### src/rtl/delay_pkg.sv
// Shared types for the multi-channel delay/tick generator.
package delay_pkg;

  typedef enum logic {
    PERIODIC = 1'b0,
    ONESHOT  = 1'b1
  } mode_e;

  typedef enum logic [1:0] {
    IDLE  = 2'd0,
    COUNT = 2'd1,
    DONE  = 2'd2
  } state_e;

endpackage

### src/rtl/delay_chan.sv
// One delay channel: programmable counter with tick strobe, shadowed period
// updates and a sticky error for a pending config overwritten before use.
module delay_chan
  import delay_pkg::*;
#(
  parameter int CBITS          = 16,
  parameter int DEFAULT_PERIOD = 50000
) (
  input  logic             clk,
  input  logic             rst,
  input  logic             en,
  input  logic             wr,
  input  logic [CBITS-1:0] cfg_period,
  input  logic             cfg_mode,
  output logic             tick,
  output logic             busy,
  output logic             err
);

  state_e             state_q, state_d;
  logic [CBITS-1:0]   cnt_q, cnt_d;
  logic [CBITS-1:0]   period_q, period_d;
  mode_e              mode_q, mode_d;
  logic [CBITS-1:0]   pend_period_q, pend_period_d;
  mode_e              pend_mode_q, pend_mode_d;
  logic               pend_vld_q, pend_vld_d;
  logic               err_q, err_d;

  logic               tick_c;
  logic               apply;
  logic               direct;
  logic               shadow;
  logic               pend_vld_in;

  always_ff @(posedge clk or posedge rst) begin
    if (rst) begin
      state_q       <= IDLE;
      cnt_q         <= '0;
      period_q      <= CBITS'(DEFAULT_PERIOD);
      mode_q        <= PERIODIC;
      pend_period_q <= '0;
      pend_mode_q   <= PERIODIC;
      pend_vld_q    <= 1'b0;
      err_q         <= 1'b0;
    end else begin
      state_q       <= state_d;
      cnt_q         <= cnt_d;
      period_q      <= period_d;
      mode_q        <= mode_d;
      pend_period_q <= pend_period_d;
      pend_mode_q   <= pend_mode_d;
      pend_vld_q    <= pend_vld_d;
      err_q         <= err_d;
    end
  end

  // A write lands in the live registers only when no interval is in flight
  // (or the current one ends at this edge); otherwise it waits in the shadow.
  always_comb begin
    tick_c      = (state_q == COUNT) && (cnt_q == period_q);
    apply       = (state_q == COUNT) && (tick_c || !en);
    direct      = wr && ((state_q != COUNT) || tick_c);
    shadow      = wr && !direct;
    pend_vld_in = pend_vld_q || shadow;

    pend_period_d = shadow ? cfg_period : pend_period_q;
    pend_mode_d   = shadow ? mode_e'(cfg_mode) : pend_mode_q;
    pend_vld_d    = apply ? 1'b0 : pend_vld_in;
    err_d         = err_q || (shadow && pend_vld_q);

    period_d = period_q;
    mode_d   = mode_q;
    if (direct) begin
      period_d = cfg_period;
      mode_d   = mode_e'(cfg_mode);
    end else if (apply && pend_vld_in) begin
      period_d = pend_period_d;
      mode_d   = pend_mode_d;
    end

    state_d = state_q;
    cnt_d   = cnt_q;
    case (state_q)
      IDLE: begin
        if (en) begin
          state_d = COUNT;
          cnt_d   = '0;
        end
      end
      COUNT: begin
        if (!en) begin
          state_d = IDLE;
          cnt_d   = '0;
        end else if (tick_c) begin
          cnt_d = '0;
          if (mode_q == ONESHOT) state_d = DONE;
        end else begin
          cnt_d = cnt_q + CBITS'(1);
        end
      end
      DONE: begin
        if (!en) state_d = IDLE;
      end
      default: begin
        state_d = IDLE;
        cnt_d   = '0;
      end
    endcase
  end

  assign tick = tick_c;
  assign busy = (state_q == COUNT);
  assign err  = err_q;

endmodule

### src/rtl/delay_bank.sv
// Bank of NCH independent delay channels sharing one config write port;
// writes addressed past the last channel are dropped and flagged.
module delay_bank
  import delay_pkg::*;
#(
  parameter int NCH            = 4,
  parameter int CBITS          = 16,
  parameter int DEFAULT_PERIOD = 50000,
  localparam int CHW           = (NCH > 1) ? $clog2(NCH) : 1
) (
  input  logic             clk,
  input  logic             rst,
  input  logic [NCH-1:0]   en,
  input  logic             cfg_we,
  input  logic [CHW-1:0]   cfg_ch,
  input  logic [CBITS-1:0] cfg_period,
  input  logic             cfg_mode,
  output logic [NCH-1:0]   tick,
  output logic [NCH-1:0]   busy,
  output logic [NCH-1:0]   err,
  output logic             cfg_err
);

  logic [NCH-1:0] ch_hit;
  logic           cfg_err_q;

  for (genvar i = 0; i < NCH; i++) begin : g_chan
    assign ch_hit[i] = (cfg_ch == CHW'(i));

    delay_chan #(
      .CBITS         (CBITS),
      .DEFAULT_PERIOD(DEFAULT_PERIOD)
    ) u_chan (
      .clk       (clk),
      .rst       (rst),
      .en        (en[i]),
      .wr        (cfg_we && ch_hit[i]),
      .cfg_period(cfg_period),
      .cfg_mode  (cfg_mode),
      .tick      (tick[i]),
      .busy      (busy[i]),
      .err       (err[i])
    );
  end

  // Decoding by match rather than a range compare keeps this valid when NCH
  // is a power of two and no out-of-range address exists.
  always_ff @(posedge clk or posedge rst) begin
    if (rst) cfg_err_q <= 1'b0;
    else if (cfg_we && !(|ch_hit)) cfg_err_q <= 1'b1;
  end

  assign cfg_err = cfg_err_q;

endmodule

### config.mk
export PLATFORM = sky130hd
export DESIGN_NAME = delay_bank
export DESIGN_NICKNAME = d
export VERILOG_FILES = /design/src/rtl/delay_pkg.sv /design/src/rtl/delay_chan.sv /design/src/rtl/delay_bank.sv
export SDC_FILE = /design/constraint.sdc
export NUM_CORES = 1
export LEC_CHECK = 0
export CORE_ASPECT_RATIO = 1.4
export CORE_MARGIN = 2
export CORE_UTILIZATION = 50
export CTS_CLUSTER_SIZE = 25
export DETAILED_ROUTE_END_ITERATION = 10
export GPL_ROUTABILITY_DRIVEN = 0
export PLACE_DENSITY = 0.67
export SETUP_SLACK_MARGIN = 0.2
export SKIP_CTS_REPAIR_TIMING = 1
export SKIP_LAST_GASP = 1
export SLEW_MARGIN = 30
export SYNTH_ARGS = -nofsm -noshare
export SYNTH_HDL_FRONTEND = slang
export SYNTH_SLANG_ARGS = --single-unit
### constraint.sdc
create_clock -name clk -period 9.7 [get_ports clk]
set_input_delay 1.94 -clock clk [delete_from_list [all_inputs] [get_ports clk]]
set_output_delay 1.94 -clock clk [all_outputs]
set_load 0.01 [all_outputs]
==> key figures <==
Run status
  – Status: complete, no violations

Synthesis
  – Largest area contributor in the netlist: dfrtp_1
  – EDFF count, synth: 0
  – Top FF cell, synth: dfrtp_1
  – Post-synth ARST share: 1.00
  – Synth Warn #: 0
  – Unique masters post-synth: 63
  – Synthesized cell area: 11200 um^2
  – Synthesized instance count: 1065
  – Synth top area share: 0.431
  – Register bit total from synthesis: 217
  – Synthesized net count: 1095
  – Synthesized area per cell: 10.5 um^2
  – Register area share after synthesis: 0.487
  – Largest cells by area after synthesis: dfrtp_1 43%, mux2_2 14%, nand2_1 7.3%

Pwr
  – Max VDD drop: 0.000132 V
  – Power, Total: 2.89 mW
  – Static Leak: 5.57 nW
  – P per Cell Area: 231 nW/um^2

Global route
  – Vias in the first global route: 7788
  – Initial antenna violation count: 0
  – GR Util All Layers: 0.209
  – Grt ovf: 0
  – First-pass GRT wire length: 40400 um
  – Largest net degree at the start of global routing: 106

Drt
  – DRT Pass-1 Iters: 6
  – Initial DRC count: 487
  – DRC: 0
  – Post-Route WL: 23800 um
  – DR vias/cell: 5.62
  – ANT nets after route: 0
  – Total number of vias: 7766
  – WL per Instance: 17.2 um

Setup path
  – Crit path DAT: 2.97 ns
  – Critical Path, Cell by Cell: xor2_1, nor4_1, and4_1, and2_1, clkdlybuf4s50_1
  – Crit. End Element: primary output
  – CP bufs+invs: 1
  – Peak per-stage delay on the critical path: 0.63 ns
  – CP delay by family, top: simple AND/OR/NAND/NOR gates
  – Worst EP required: 7.76 ns
  – Crit path max-delay cell type: and4_1
  – CP Max Fanout: 15
  – Type of the worst setup path: flop to primary output
  – Startpoint Class: flop

Floorplan
  – Die boundary height: 181 um
  – I/O pins: 39
  – # rows: 64
  – Die Area: 23700 um^2
  – Area of the core: 21900 um^2
  – Starting Density: 0.511
  – Die Wd: 131 um

STA
  – Period minus WS final: 4.91 ns
  – Worst slew pin tran: 0.923 ns
  – Setup_tns: 0 ns
  – Unrepaired setup endpoints after global routing: no
  – Setup violators final: 0
  – Final Slew Violations: 0
  – Max_slew headroom: 0.384
  – Part of the cycle the worst path needs: 0.507
  – Max Clk Rate: 204 MHz
  – Setup Skew: 0.00947 ns
  – Final hold vios: 0

Placed design
  – HPWL Detailed: 16000 um
  – Port Buf Inserts: 38

Clocking
  – CTS H-tree lvls: 1
  – Clk root buf: clkbuf_16
  – Total CTS buffers: 23
  – Clock Pin Slew Worst Setup and Hold Paths: 0.06 ns
  – CTS tree: done
  – Clock buffer depth: 3
  – Clk sinks: 217
  – Worst-skew pair later-pin latency: 0.51 ns

Final layout
  – Commonest non-fill, non-tap cell in the layout: nand2_1
  – Number of antenna repair diodes: 0
  – Most frequent cells in the layout: 217 x nand2_1, 193 x dfrtp_1, 138 x mux2_2
  – Area grow syn2layout: 11.8%
  – Nets: 1099
  – Share of cells above drive strength 1: 0.225

Flow run
  – Max-cap violations: 0

Worst hold path
  – Worst hold path type: flop to flop
logic make-up after synthesis:
family,share of synthesized area
AND/OR/NAND/NOR,0.174
multiplexers,0.162
buffers and inverters,0.0378
XOR/XNOR,0.0586
adder cells (fa/ha/maj),0.00446
AO/OA/AOI/OAI,0.0757
flip-flops,0.487
metal layers:
metal	part of all wire	global-route usage
met5	0	0
met2	0.49	0.347
met3	0.031	0.0261
met1	0.45	0.280
met4	0.032	0.0757
cell type report:
class | count | area, um^2
fill | 1906 | 9400
sequential | 217 | 5460
multi-input combinational | 759 | 5350
clock buffer | 27 | 611
timing repair buffer | 47 | 448
tap | 297 | 372
clock inverter | 13 | 218
inverter | 21 | 86.3
cell usage after synthesis, types with 16 or more instances:
cell / number
nand2_1: 217
dfrtp_1: 193
mux2_2: 138
xor2_1: 59
clkbuf_1: 35
nand3_1: 31
o21ai_0: 27
nand4_1: 26
dfstp_2: 24
nor2_1: 21
inv_1: 20
nor4_1: 19
a31oi_1: 17
xnor2_1: 16
worst reg2reg max path: cells and delay by family, from the launching register on:
family          cells  cell delay (ns)
compound gates      2             1.17
simple gates        1             0.49
flops               1             0.45
mux                 1             0.40
xor+xnor            1             0.20
per-stage QoR:
step,hold WS (ns),cells,utilization,setup WS (ns),cell area (um^2)
finish,0.383,1381,0.572,4.79,12500
global route,0.392,1381,0.572,4.63,12500
CTS,0.384,1381,0.571,4.78,12500
detailed placement,0.367,1341,0.534,5.14,11700
global placement,0.370,1341,0.533,5.11,11700
floorplan,0.403,1065,-,1.86,11200
power breakdown:
group          internal (mW)  switching (mW)  leakage, nW
sequential              1.18           0.160         2.72
clock                  0.608           0.360        0.409
combinational          0.336           0.248         2.44
total                   2.12           0.767         5.57
final timing paths:
kind	depth (start not counted)	start	end	slack, ns
setup / recovery	5	g_chan[1].u_chan.cnt_q[2]	tick[1]	4.79
hold / removal	0	cfg_err	cfg_err	0.38
setup reg to reg	5	g_chan[3].u_chan.cnt_q[0]	g_chan[3].u_chan.period_q[5]	6.87
hold reg to reg	0	cfg_err	cfg_err	0.38
max in group asynchronous	4	rst	g_chan[1].u_chan.cnt_q[2]	5.79
min in group asynchronous	2	rst	async pin	1.95
No activity file was read; power rests on OpenSTA's default activity.
